==> config.mk <==
export PLATFORM = sky130hd
export DESIGN_NAME = pc_call_stack
export DESIGN_NICKNAME = d
export VERILOG_FILES = /design/src/rtl/pc_call_stack.sv
export SDC_FILE = /design/constraint.sdc
export NUM_CORES = 1
export LEC_CHECK = 0
export CORE_AREA = 2 2 77 79
export DETAILED_ROUTE_END_ITERATION = 10
export DIE_AREA = 0 0 79 81
export PLACE_DENSITY_LB_ADDON = 0.25
export SYNTH_ARGS = -nofsm -noshare
export SYNTH_HDL_FRONTEND = slang
export SYNTH_SLANG_ARGS = --single-unit
==> constraint.sdc <==
create_clock -name clk -period 2.7 [get_ports clk]
set_clock_uncertainty 0.1 [all_clocks]
set_input_delay 0.54 -clock clk [delete_from_list [all_inputs] [get_ports clk]]
set_output_delay 0.54 -clock clk [all_outputs]
set_load 0.02 [all_outputs]
==> src/rtl/pc_call_stack.sv <==
// pc_call_stack
// Program counter for the timer sequencer with a hardware call/return stack.
// The mode controller drives load/call/ret/inc strobes; pc_out addresses the
// sequence ROM. Strobes are prioritised load > call > ret > inc and only the
// winning operation executes on a given rising edge. Stack misuse (call while
// full, ret while empty) is reported through sticky flags cleared by clr_err.

module pc_call_stack #(
  parameter int               WIDTH     = 8,
  parameter int               DEPTH     = 4,
  parameter logic [WIDTH-1:0] RESET_VAL = '0,
  parameter logic [WIDTH-1:0] MAX_ADDR  = {WIDTH{1'b1}}
) (
  input  logic                       clk,
  input  logic                       reset_n,
  input  logic                       load,
  input  logic                       call,
  input  logic                       ret,
  input  logic                       inc,
  input  logic                       clr_err,
  input  logic [WIDTH-1:0]           load_val,
  output logic [WIDTH-1:0]           pc_out,
  output logic [$clog2(DEPTH+1)-1:0] sp_out,
  output logic                       empty,
  output logic                       full,
  output logic                       wrapped,
  output logic                       overflow,
  output logic                       underflow
);

  // Stack pointer counts occupancy 0..DEPTH; the memory index only needs
  // enough bits to address DEPTH entries.
  localparam int SPW = $clog2(DEPTH + 1);
  localparam int AW  = (DEPTH > 1) ? $clog2(DEPTH) : 1;

  localparam logic [SPW-1:0] SP_FULL = SPW'(DEPTH);
  localparam logic [SPW-1:0] SP_ONE  = SPW'(1);

  // Decoded operation after priority resolution. The "blocked" variants are
  // calls/rets that hit a full/empty stack and only raise an error flag.
  typedef enum logic [2:0] {
    OP_NONE,
    OP_LOAD,
    OP_CALL,
    OP_CALL_BLOCKED,
    OP_RET,
    OP_RET_BLOCKED,
    OP_INC
  } op_e;

  op_e               op;

  logic [WIDTH-1:0]  pc_q;
  logic [WIDTH-1:0]  pc_d;
  logic [SPW-1:0]    sp_q;
  logic [SPW-1:0]    sp_d;
  logic              wrapped_q;
  logic              wrapped_d;
  logic              overflow_q;
  logic              overflow_d;
  logic              underflow_q;
  logic              underflow_d;

  logic [WIDTH-1:0]  stack_mem [DEPTH];
  logic              push_en;
  logic [AW-1:0]     push_idx;
  logic [AW-1:0]     top_idx;
  logic [SPW-1:0]    sp_dec;

  logic              stack_empty;
  logic              stack_full;
  logic              at_max;
  logic [WIDTH-1:0]  pc_plus;

  // Occupancy status is purely a function of the stack pointer.
  assign stack_empty = (sp_q == '0);
  assign stack_full  = (sp_q == SP_FULL);

  // Sequential successor of the PC. A PC above MAX_ADDR (reachable only via
  // load/call with an out-of-range target) also folds back to zero, so the
  // sequencer never runs off into unmapped ROM. The wrap pulse is reserved
  // for the genuine MAX_ADDR -> 0 transition.
  assign at_max  = (pc_q == MAX_ADDR);
  assign pc_plus = (pc_q >= MAX_ADDR) ? '0 : pc_q + WIDTH'(1);

  // Push writes the slot just above the current top; pop reads the top.
  assign sp_dec   = sp_q - SP_ONE;
  assign push_idx = sp_q[AW-1:0];
  assign top_idx  = sp_dec[AW-1:0];

  // Resolve simultaneous strobes into the single operation that executes.
  always_comb begin
    op = OP_NONE;
    if (load) begin
      op = OP_LOAD;
    end else if (call) begin
      op = stack_full ? OP_CALL_BLOCKED : OP_CALL;
    end else if (ret) begin
      op = stack_empty ? OP_RET_BLOCKED : OP_RET;
    end else if (inc) begin
      op = OP_INC;
    end
  end

  // Next-state computation for PC, stack pointer and flags.
  always_comb begin
    // NOTE: every signal assigned here gets a default first, so no path
    // through the case leaves one unassigned and no latch is inferred.
    pc_d        = pc_q;
    sp_d        = sp_q;
    wrapped_d   = 1'b0;
    overflow_d  = overflow_q & ~clr_err;
    underflow_d = underflow_q & ~clr_err;
    push_en     = 1'b0;

    case (op)
      OP_LOAD: begin
        pc_d = load_val;
      end
      OP_CALL: begin
        push_en = 1'b1;
        sp_d    = sp_q + SP_ONE;
        pc_d    = load_val;
      end
      OP_CALL_BLOCKED: begin
        // Error event wins over a same-cycle clr_err.
        overflow_d = 1'b1;
      end
      OP_RET: begin
        pc_d = stack_mem[top_idx];
        sp_d = sp_dec;
      end
      OP_RET_BLOCKED: begin
        underflow_d = 1'b1;
      end
      OP_INC: begin
        pc_d      = pc_plus;
        wrapped_d = at_max;
      end
      default: begin
      end
    endcase
  end

  // Architectural state: PC, stack pointer and status flags.
  always_ff @(posedge clk or negedge reset_n) begin
    // NOTE: state registers use non-blocking assignments so every register
    // samples the pre-edge values computed above, independent of ordering.
    if (!reset_n) begin
      pc_q        <= RESET_VAL;
      sp_q        <= '0;
      wrapped_q   <= 1'b0;
      overflow_q  <= 1'b0;
      underflow_q <= 1'b0;
    end else begin
      pc_q        <= pc_d;
      sp_q        <= sp_d;
      wrapped_q   <= wrapped_d;
      overflow_q  <= overflow_d;
      underflow_q <= underflow_d;
    end
  end

  // Return-address storage written on a successful call.
  // NOTE: the stack memory has no reset; entries above sp are never read, so
  // clearing them would only cost reset fan-out with no functional effect.
  always_ff @(posedge clk) begin
    if (push_en) begin
      stack_mem[push_idx] <= pc_plus;
    end
  end

  assign pc_out    = pc_q;
  assign sp_out    = sp_q;
  assign empty     = stack_empty;
  assign full      = stack_full;
  assign wrapped   = wrapped_q;
  assign overflow  = overflow_q;
  assign underflow = underflow_q;

endmodule
# Word level (Yosys, flattened, before mapping)
# Memories as Yosys holds them, arrays and structs flattened.
# Index checks and enable logic that the tools add are counted.
# totals
ff_bits	14
latchBits	0
ram_bits	32
rom_bits	0
in_bits	15
output_inout_bits	16
n_memories	1
# memory_table
name	depth	word_bits	rd	rd_ports_with_merged_regs	write_ports	line_no	rtl
stack_mem	4	8	1	0	1	64	logic [WIDTH-1:0] stack_mem [DEPTH];
# classes
n_addsub	3
n_mul	0
div_mod_pow	0
order_cmp	1
n_eq_ne	8
n_shift	0
n_mux	15
bitwise_logic	3
n_reduce_logical	4
# ops
cell	n
8-bit case mux with 3 select lines	1
3-bit equality test, second input constant	4
3-bit 2-to-1 mux	4
8-bit by 1-bit adder with 8-bit output, second input constant	1
8-bit equality test, second input constant	1
8-bit >= comparator, second input constant	1
1-bit 2-to-1 mux	8
8-bit 2-to-1 mux	1
3-bit by 2-bit equality test with 1-bit output, second input constant	2
3-bit case mux with 2 select lines	1
3-bit by 1-bit adder with 3-bit output, second input constant	1
3-bit by 1-bit equality test with 1-bit output, second input constant	1
3-bit zero test	1
3-bit nonzero test	1
3-bit by 1-bit subtractor with 3-bit output, second input constant	1
1-bit AND	2
2-bit nonzero test	1
2-bit OR reduction	1
1-bit inverter	1

# Logic depth before layout (Yosys ltp)
# Gate-level depths: netlist (run 1).
# depth
ltp_word	9
mapped_depth	8
ltp_nobuf	6

# Worst setup path after synthesis (run 1)
# No wires, ideal clock.
# synth_path
kind	register -> register
startpoint	register sp_q[0] (netlist: sp_out[0])
endpoint	register pc_q[0] (netlist: pc_out[0])
setup_time_ns	0.126
arrival_ns	2.310
slack_ns	0.164
path_stages_with_launch	8
n_path_buf	2
period_less_slack_ns	2.536
path_cell_list	dfrtp_1 -> buf_2 -> inv_1 -> ha_1 -> buf_1 -> mux4_2 -> and2_1 -> o32a_1
# synth_via
elab_chain_cells	8
elab_cells_between_ends	16
classes_between	1 x add/sub; 5 x eq/ne; 6 x mux; 3 x reduce/logical; 1 x memory
# synth_rtl
element	line_no	rtl
from (decl)	55	logic [SPW-1:0] sp_q;
from (signal assigned)	157	sp_q <= sp_d;
3-bit zero test	76	assign stack_empty = (sp_q == '0);
1-bit 2-to-1 mux	99	op = stack_empty ? OP_RET_BLOCKED : OP_RET;
3-bit 2-to-1 mux	98	end else if (ret) begin
3-bit 2-to-1 mux	96	end else if (call) begin
3-bit 2-to-1 mux	94	if (load) begin
3-bit by 2-bit equality test with 1-bit output / 3-bit by 1-bit equality test with 1-bit output (equally long branches)	116	case (op)
2-bit OR reduction (no line)	-	
8-bit case mux with 3 select lines / 3-bit nonzero test (equally long branches)	-	
to (signal assigned)	156	pc_q <= pc_d;
to (decl)	53	logic [WIDTH-1:0] pc_q;
# Several ways; a longest one is shown, not always the timed one.
# A chain may end at the register's enable or synchronous reset.

# Worst setup path after layout (run 1)
# layout_path
startpoint	register sp_q[1] (netlist: sp_out[1])
endpoint	output port full
# layout_via
elab_chain_cells	1
# layout_rtl
element	line_no	rtl
3-bit equality test	77	assign stack_full = (sp_q == SP_FULL);
to (decl)	25	output logic full,
# Every way passes these cells.

==> flow_metrics.py, run 1 <==
metrics = {
    "clock_tree": {
        "cts_sinks": 46,
        "clock_latency_ns": 0.29,
        "ctsHoldBuffers": 0,
        "cts_resized": 0,
        "htreeDepth": 2,
        "cts_tree": "yes",
        "clockBufferDepth": 2,
        "clock-root-buffer": "clkbuf_8",
        "clk_pin_slew_ns": 0.08,
        "postCtsSetupRepairBufs": 0,
        "cts_buffers": 5,
    },
    "placement": {
        "place_hpwl_um": 3438,
        "portBuffers": 30,
        "place_congestion": 0.8606,
    },
    "setup_path": {
        "cp_max_fo": 5,
        "crit_path_end_kind": "primary output",
        "rr_worst_depth": 5,
        "worst_ep_arrival_time_ns": 1.91,
        "startpoint_type": "register",
        "worstSetupPathType": "register to primary output",
        "rrSetupSlack_ns": 0.51,
        "crit_required_ns": 2.06,
    },
    "detailed_routing": {
        "ant_nets": 0,
        "dr.pass1.iters": 4,
        "drc": 0,
        "route.vias.total": 1485,
        "finalWirelength_um": 4953,
        "vias_per_cell": 5.440,
        "wl_per_cell_um": 18.14,
        "dr.first_iter.drc_count": 116,
    },
    "grt": {
        "grt_max_degree": 15,
        "antenna_found_initial": 0,
        "grt_first_pass_wirelength_um": 7900,
        "track_usage": 0.1669,
        "grt.overflow.total": 0,
        "grt_pass1_vias": 1485,
    },
    "timing": {
        "rsz0062_at_grt": "false",
        "maxSlewHeadroom": 0.5487,
        "final_max_slew_viol_count": 0,
        "tns_ns": 0,
        "final.min_clock_period_ns": 2.547,
        "max_freq_ghz": 0.3925,
        "worstMarginPinSlew_ns": 0.6748,
        "hold_ws_ns": 0.4396,
        "setup_viol": 0,
        "fin_crit_sh": 0.9435,
        "finalHoldViolCount": 0,
    },
    "layout": {
        "layout-drive-gt1-share": 0.1313,
        "seq_area_um2": 1311,
        "syn2layout_area_growth_pct": 23.96,
        "fill_cells": 532,
        "insertedDiodeCount": 0,
        "nets": 219,
        "multi_input_area_um2": 790.8,
    },
    "pwr": {
        "power_frac_seq": 0.441,
        "pwr-share-clk": 0.173,
        "switching_power_w": 0.0007740,
        "power.internal_w": 0.001522,
        "p_leak_nw": 0.9580,
        "p_comb_frac": 0.386,
        "power_density_nw_per_um2": 858.7,
        "swShare": 0.3371,
        "irDropWorstVdd_mv": 0.2742,
    },
    "yosys": {
        "yosys_warnings": 0,
        "syn_nets": 179,
        "synthArstFlopShare": 0.3043,
        "netlist_instances": 158,
        "synth_edf_count": 32,
        "synth-seq-area-share": 0.6079,
        "synth_area_um2": 2157,
        "syn_avg_cell_area_um2": 13.65,
        "synth_flop_cell": "edfxtp_1",
        "ys_ff_latch": 46,
        "ys_types": 41,
    },
    "floorplanning": {
        "rows": 28,
        "ioPinCount": 31,
        "core_um2": 5675,
        "die_y_um": 81,
        "die-area_um2": 6399,
        "initial_core_util": 0.3801,
        "die_w_um": 79,
    },
    "run_status": {
        "outcome": "finished clean",
    },
    "job": {
        "cap_violations": 0,
    },
    "min_path": {
        "hp-class": "register to register",
        "holdPathStages": 2,
    },
}
-- worst max-delay path, cell delays in order (launching register included) --
cell,delay (ns)
dfrtp_1,0.43
inv_1,0.15
ha_1,0.24
nand2_1,0.13
inv_1,0.07
clkdlybuf4s50_1,0.59
-- layer usage --
metal	part of all wire	vias to the layer above	GRT usage
met5	0	-	0
met4	0.020	0	0.05345
met3	0.063	7	0.03889
met2	0.48	54	0.2729
met1	0.44	735	0.2221
li1	-	689	-
-- stage by stage --
step,setup WS (ns),util,area [um2],instances,total power (W)
global placement,0.3128,0.4570,2594,266,0.001901
finish,0.1525,0.4711,2674,273,0.002296
global route,0.05635,0.4711,2674,273,0.002431
CTS,0.1408,0.4711,2674,273,0.002331
floorplan,0.1642,-,2157,158,0.001589
detailed placement,0.2768,0.4570,2594,266,0.001927
-- state kept, by name, summed over array words and instances (netlist names) --
signal / cells
pc_out: 8
wrapped: 1
sp_out: 3
overflow: 1
stack_mem: 32
underflow: 1
-- worst paths after layout --
kind	endpoint	startpoint
setup / recovery	full	sp_out[1]
hold / removal	underflow	underflow
setup reg to reg	pc_out[0]	sp_out[1]
hold reg to reg	underflow	underflow
max in group asynchronous	pc_out[0]	reset_n
min in group asynchronous	wrapped	reset_n
-- power groups by stage --
stage	registers (W)	clock network, W	logic, W
floorplan	0.00107	0	0.000523
global placement	0.00102	0	0.000880
detailed placement	0.00103	0	0.000899
CTS	0.00101	0.000415	0.000903
global route	0.00103	0.000440	0.000962
finish	0.00101	0.000398	0.000886
-- cell usage after synthesis, types with 5 or more instances --
cell type / n / area (um2)
nand3_1: 6 / 30.03
a21oi_1: 6 / 30.03
ha_1: 6 / 75.07
nand2_1: 5 / 18.77
inv_1: 8 / 30.03
nor2_1: 15 / 56.30
and2_1: 5 / 31.28
edfxtp_1: 32 / 960.9
mux4_2: 8 / 180.2
xnor2_1: 5 / 43.79
dfrtp_1: 14 / 350.3
-- area by class of cell --
cell class / instances / area share
Clock buffer: 6 / 0.02714
Clock inverter: 1 / 0.002808
Inverter: 8 / 0.01123
Multi-Input combinational cell: 98 / 0.2957
Sequential cell: 46 / 0.4904
Tap cell: 75 / 0.03510
Timing Repair Buffer: 39 / 0.1376
-- cells by family (layout without fill, tap and decap cells) --
kind of cell    count (synthesis)  count (layout)  synth area share
buf+inv                        14              54           0.02552
simple gates                   44              44            0.1056
fa+ha+maj                       6               6           0.03480
flops                          46              46            0.6079
mux                             8               8           0.08353
xor+xnor                        6               6           0.02436
compound gates                 34              34            0.1183
-- cell usage in the layout, fill, tap and decap left out, types with 3 or more instances in the layout --
cell type        instances
inv_1                    8
o22ai_1                  3
a31oi_1                  3
and2_1                   5
ha_1                     6
mux4_2                   8
a21oi_1                  6
xnor2_1                  5
a221oi_1                 3
nand3_1                  6
nand2_1                  5
dfrtp_1                 14
buf_4                    9
clkdlybuf4s50_1         30
clkbuf_8                 5
nor2_1                  15
edfxtp_1                32
a222oi_1                 3
Power figures use the tool's default switching activity.
==> run 2: changes to the inputs <==
--- a/config.mk
+++ b/config.mk
@@ -5,9 +5,10 @@
 export SDC_FILE = /design/constraint.sdc
 export NUM_CORES = 1
 export LEC_CHECK = 0
-export CORE_AREA = 2 2 77 79
+export ABC_AREA = 1
+export CORE_AREA = 2 2 82 84
 export DETAILED_ROUTE_END_ITERATION = 10
-export DIE_AREA = 0 0 79 81
+export DIE_AREA = 0 0 84 86
 export PLACE_DENSITY_LB_ADDON = 0.25
 export SYNTH_ARGS = -nofsm -noshare
 export SYNTH_HDL_FRONTEND = slang
==> run 2 against run 1 <==
Net effect:
- register-to-register slack improved by 0.19 ns
- maximum frequency is 0.51% higher
- die area rose by 13%
- critical path depth did not move
- first-iteration DRC count grew 57%
- clock power increased by 30%
- largest cell class unchanged
==> flow_metrics.py, run 2 <==
metrics = {
    "yosys": {
        "syn_avg_cell_area_um2": 9.087,
        "netlist_instances": 274,
        "synth_flop_cell": "edfxtp_1",
        "synth-seq-area-share": 0.5266,
        "synthTopCellsByCount": "55 x nand2_1, 45 x inv_1, 32 x edfxtp_1",
        "yosysTopAreaCellShare": 0.3859,
        "synth_edf_count": 32,
        "yosys_warnings": 0,
        "ys_types": 28,
        "synth_top_area_cell": "edfxtp_1",
        "ys_ff_latch": 46,
        "syn_nets": 295,
        "synthArstFlopShare": 0.3043,
        "ys_top_cells_by_area": "edfxtp_1 39%, dfrtp_1 14%, nand2_1 8.3%",
        "synth.most_common_cell": "nand2_1",
        "synth_area_um2": 2490,
    },
    "clock_tree": {
        "clock_latency_ns": 0.30,
        "postCtsSetupRepairBufs": 0,
        "cts_tree": "yes",
        "cts_buffers": 5,
        "ctsHoldBuffers": 0,
        "clockBufferDepth": 2,
        "cts_resized": 0,
        "htreeDepth": 2,
        "clock-root-buffer": "clkbuf_8",
        "clk_pin_slew_ns": 0.09,
        "cts_sinks": 46,
    },
    "detailed_routing": {
        "dr.pass1.iters": 4,
        "dr.first_iter.drc_count": 182,
        "ant_nets": 0,
        "finalWirelength_um": 5428,
        "vias_per_cell": 4.779,
        "route.vias.total": 1864,
        "wl_per_cell_um": 13.92,
        "drc": 0,
    },
    "layout": {
        "largest-register": "stack_mem",
        "seq_area_um2": 1311,
        "fin_cells": 390,
        "insertedDiodeCount": 0,
        "mostFrequentLayoutCells": "55 x nand2_1, 45 x inv_1, 32 x edfxtp_1",
        "syn2layout_area_growth_pct": 20.50,
        "multi_input_area_um2": 923.4,
        "fill_cells": 599,
        "final_common_cell": "nand2_1",
        "nets": 333,
        "final_cell_area_um2": 3000,
        "largest_reg_flops": 32,
        "layout-drive-gt1-share": 0.1502,
    },
    "setup_path": {
        "worst_ep_arrival_time_ns": 1.89,
        "critPathMaxStageDelay_ns": 0.59,
        "crit_path_end_kind": "primary output",
        "startpoint_type": "register",
        "critPathBufInv": 3,
        "critPathTopFamily": "buffers and inverters",
        "worstSetupPathType": "register to primary output",
        "rrSetupSlack_ns": 0.70,
        "crit_required_ns": 2.06,
        "cp_max_fo": 4,
        "cpMostUsedCell": "inv_1",
        "slowest_stage": "clkdlybuf4s50_1",
        "crit_chain": "inv_1, ha_1, nand2_2, inv_1, clkdlybuf4s50_1",
    },
    "floorplanning": {
        "die_y_um": 86,
        "rows": 29,
        "ioPinCount": 31,
        "die_w_um": 84,
        "core_um2": 6277,
        "die-area_um2": 7224,
        "initial_core_util": 0.3967,
    },
    "grt": {
        "grt_first_pass_wirelength_um": 8990,
        "track_usage": 0.1581,
        "grt.overflow.total": 0,
        "antenna_found_initial": 0,
        "grt_max_degree": 29,
        "grt_pass1_vias": 1795,
    },
    "placement": {
        "placedCellCount": 382,
        "portBuffers": 30,
        "place_congestion": 0.8524,
        "pre_cts_ws_ns": 0.3182,
        "place_hpwl_um": 4111,
        "placement.cell_area_um2": 2888,
    },
    "timing": {
        "max_freq_ghz": 0.3945,
        "final_max_slew_viol_count": 0,
        "tns_ns": 0,
        "rsz0062_at_grt": "false",
        "maxSlewHeadroom": 0.5381,
        "fin_crit_sh": 0.9388,
        "finalHoldViolCount": 0,
        "worstMarginPinSlew_ns": 0.6907,
        "final.min_clock_period_ns": 2.535,
        "setup_viol": 0,
        "fin_ws_ns": 0.1654,
    },
    "run_status": {
        "outcome": "finished clean",
    },
    "pwr": {
        "irDropWorstVdd_mv": 0.3688,
        "p_leak_nw": 1.345,
        "power_density_nw_per_um2": 875.9,
    },
    "min_path": {
        "hp-class": "register to register",
    },
    "job": {
        "cap_violations": 0,
    },
}
-- run 2: kinds of logic after synthesis --
kind of cell    synth area share
compound gates           0.07839
xor+xnor                 0.01407
fa+ha+maj                0.03015
buf+inv                   0.1025
flops                     0.5266
simple gates              0.2482
-- run 2: layout make-up --
cell class	instances	area share
multi-input cells	169	0.3078
clock buffers	5	0.02294
flip-flops and latches	46	0.4370
inverters	53	0.06797
repair buffers	37	0.1176
well taps	77	0.03211
clock inverters	3	0.01460
-- run 2: tightest hold or removal path: cells and delay by family, from the launching register on --
family | cells | cell delay, ns
flops | 1 | 0.38
buf+inv | 1 | 0.05
compound gates | 1 | 0.07
-- run 2: worst paths after layout --
| kind | cells past startpoint | end | from |
|---|---|---|---|
| worst max-delay path | 5 | empty | sp_out[1] |
| worst min-delay path | 2 | overflow | overflow |
| worst max register to register | 8 | stack_mem[2][6] | sp_out[1] |
| worst min register to register | 2 | overflow | overflow |
| max in group asynchronous | 1 | pc_out[3] | reset_n |
| min in group asynchronous | 1 | sp_out[1] | reset_n |
-- run 2: where the power goes --
group | internal (W) | total [W] | switching, W
Combinational | 0.000427 | 0.00116 | 0.000737
Clock | 0.000277 | 0.000517 | 0.000239
Sequential | 0.000877 | 0.000947 | 0.0000702
-- run 2: through the flow --
| step | total power (W) | hold slack [ns] | util |
|---|---|---|---|
| after floorplan | 0.001728 | 0.1444 | - |
| after global placement | 0.002133 | 0.4271 | 0.4600 |
| after detailed placement | 0.002128 | 0.4279 | 0.4600 |
| after CTS | 0.002649 | 0.4397 | 0.4780 |
| after global routing | 0.002810 | 0.4578 | 0.4780 |
| final | 0.002628 | 0.4389 | 0.4780 |
-- run 2: layer usage --
layer  global-route usage  up-vias  routed length (um)
li1                     -      963                   -
met1               0.2223      865                2623
met2               0.2553       31                2578
met3              0.02887        5                 159
met4              0.03959        0                  66
met5                    0        -                   0
==> run 3: changes to the inputs <==
--- a/config.mk
+++ b/config.mk
@@ -9,6 +9,7 @@
 export CORE_AREA = 2 2 82 84
 export DETAILED_ROUTE_END_ITERATION = 10
 export DIE_AREA = 0 0 84 86
+export GPL_TIMING_DRIVEN = 0
 export PLACE_DENSITY_LB_ADDON = 0.25
 export SYNTH_ARGS = -nofsm -noshare
 export SYNTH_HDL_FRONTEND = slang
==> constraint.sdc (replaced) <==
create_clock -name clk -period 2.7 [get_ports clk]
set_clock_uncertainty 0.1 [all_clocks]
set_input_delay 0.54 -clock clk [delete_from_list [all_inputs] [get_ports clk]]
set_output_delay 0.54 -clock clk [all_outputs]
set_load 0.01 [all_outputs]
==> run 3 against run 2 <==
Net effect:
- non-clock buffer count shrank 1
- sequential power is essentially flat
- maximum frequency shrank 2.3%
==> flow_metrics.py, run 3 (synthesis gave the netlist of run 2 again) <==
metrics = {
    "layout": {
        "insertedDiodeCount": 0,
        "layout-drive-gt1-share": 0.1635,
        "largest-register": "stack_mem",
        "final_cell_area_um2": 2997,
        "nets": 332,
        "mostFrequentLayoutCells": "55 x nand2_1, 45 x inv_1, 32 x edfxtp_1",
        "final_common_cell": "nand2_1",
        "fin_cells": 389,
        "fill_cells": 607,
        "syn2layout_area_growth_pct": 20.35,
        "largest_reg_flops": 32,
    },
    "clock_tree": {
        "clock_latency_ns": 0.30,
        "clock-root-buffer": "clkbuf_8",
        "htreeDepth": 2,
        "ctsHoldBuffers": 0,
        "cts_buffers": 5,
        "clockBufferDepth": 2,
        "postCtsSetupRepairBufs": 0,
        "clk_pin_slew_ns": 0.09,
        "cts_sinks": 46,
        "cts_tree": "yes",
    },
    "grt": {
        "antenna_found_initial": 0,
        "grt_max_degree": 17,
        "grt.overflow.total": 0,
        "grt_first_pass_wirelength_um": 8556,
        "track_usage": 0.1512,
        "grt_pass1_vias": 1740,
    },
    "timing": {
        "rsz0062_at_grt": "false",
        "maxSlewHeadroom": 0.5130,
        "tns_ns": 0,
        "hold_ws_ns": 0.4369,
        "finalHoldViolCount": 0,
        "final_max_slew_viol_count": 0,
        "final.min_clock_period_ns": 2.594,
        "setup_viol": 0,
        "fin_crit_sh": 0.9606,
        "max_freq_ghz": 0.3856,
        "fin_ws_ns": 0.1064,
        "worstMarginPinSlew_ns": 0.7278,
    },
    "setup_path": {
        "rrSetupSlack_ns": 0.19,
        "startpoint": "sp_out[0]",
        "crit_required_ns": 2.06,
        "cp_max_fo": 11,
        "r2r_start": "sp_out[0]",
        "crit_chain": "clkbuf_4, clkinv_4, ha_2, nand2_2, inv_1, clkdlybuf4s50_1",
        "worst_ep_arrival_time_ns": 1.95,
        "crit_path_end_kind": "primary output",
        "startpoint_type": "register",
        "critPathMaxStageDelay_ns": 0.52,
        "slowest_stage": "clkdlybuf4s50_1",
        "reg2reg_to": "stack_mem[1][3]",
        "rr_worst_depth": 8,
        "worstSetupPathType": "register to primary output",
    },
    "pwr": {
        "switching_power_w": 0.001006,
        "pwr-share-clk": 0.173,
        "irDropWorstVdd_mv": 0.3226,
        "swShare": 0.4014,
        "p_leak_nw": 1.324,
        "p_comb_frac": 0.449,
        "power_frac_seq": 0.379,
        "power.internal_w": 0.001500,
        "power_density_nw_per_um2": 836.2,
    },
    "run_status": {
        "outcome": "finished clean",
    },
    "placement": {
        "place_hpwl_um": 3812,
        "place_congestion": 0.8243,
        "portBuffers": 30,
        "placement.cell_area_um2": 2887,
        "placedCellCount": 381,
        "pre_cts_ws_ns": -0.2717,
    },
    "floorplanning": {
        "core_um2": 6277,
        "rows": 29,
        "die_w_um": 84,
        "die_y_um": 86,
        "initial_core_util": 0.3967,
        "ioPinCount": 31,
        "die-area_um2": 7224,
    },
    "detailed_routing": {
        "drc": 0,
        "finalWirelength_um": 5109,
        "ant_nets": 0,
        "route.vias.total": 1841,
        "dr.first_iter.drc_count": 143,
        "vias_per_cell": 4.733,
        "dr.pass1.iters": 4,
        "wl_per_cell_um": 13.13,
    },
    "min_path": {
        "holdPathStages": 2,
        "min-delay-start": "overflow",
        "hp-class": "register to register",
        "hold_end": "overflow",
    },
    "job": {
        "cap_violations": 0,
    },
}
==> run 3: changes by cell type in the layout (fill, tap and decap cells not counted), sizes merged <==
cell	delta
clkinvlp	+2
bufinv	-1
buf	-2
clkbuf	+1
clkinv	-1
==> run 3: worst max path at each step <==
| stage | to | slack (ns) | depth (start not counted) |
|---|---|---|---|
| 2_1_floorplan | stack_mem[1][0] | 0.34 | 8 |
| 3_3_place_gp | stack_mem[3][2] | -0.26 | 8 |
| 3_5_place_dp | stack_mem[3][2] | -0.27 | 8 |
| 4_1_cts | empty | 0.03 | 6 |
| 5_1_grt | empty | 0.009 | 6 |
| 6_report | empty | 0.11 | 6 |
==> run 3: power groups by stage <==
stage                     sequential [W]  combinational (W)  clock (W)
after floorplan                 0.000979           0.000696          0
after global placement          0.000966            0.00110          0
after detailed placement        0.000967            0.00111          0
after CTS                       0.000950            0.00112   0.000445
after global routing            0.000963            0.00127   0.000475
final                           0.000949            0.00112   0.000432
==> run 3: layout make-up <==
| class | instances | area [um2] | area share |
|---|---|---|---|
| plain buffers | 6 | 53.80 | 0.01795 |
| clock buffers | 5 | 68.82 | 0.02296 |
| clock inverters | 3 | 23.77 | 0.007933 |
| inverters | 53 | 209.0 | 0.06973 |
| multi-input cells | 169 | 933.4 | 0.3115 |
| flip-flops and latches | 46 | 1311 | 0.4376 |
| well taps | 77 | 96.34 | 0.03215 |
| repair buffers | 30 | 300.3 | 0.1002 |
==> run 3: critical path: cells and delay by family (launching register included) <==
family / cells / cell delay, ns
AND/OR/NAND/NOR: 1 / 0.09
buffers and inverters: 4 / 0.89
flip-flops: 1 / 0.43
adder cells (fa/ha/maj): 1 / 0.24
==> run 3: per-stage QoR <==
step | utilization | total power (W)
after floorplan | - | 0.001675
after global placement | 0.4598 | 0.002061
after detailed placement | 0.4598 | 0.002076
after CTS | 0.4758 | 0.002520
after global routing | 0.4774 | 0.002712
final | 0.4774 | 0.002506
==> run 3: timing repair <==
item | in CTS | in global routing
resized for setup | 3 | 4
endpoints found under the hold margin | 0 | 0
endpoints found under the setup margin | 34 | 26
==> run 3: metal layers <==
metal / routed length (um) / track usage / vias to the layer above
li1: - / - / 960
met3: 142 / 0.02021 / 9
met1: 2381 / 0.2047 / 835
met2: 2483 / 0.2480 / 37
met5: 0 / 0 / -
met4: 102 / 0.06012 / 0
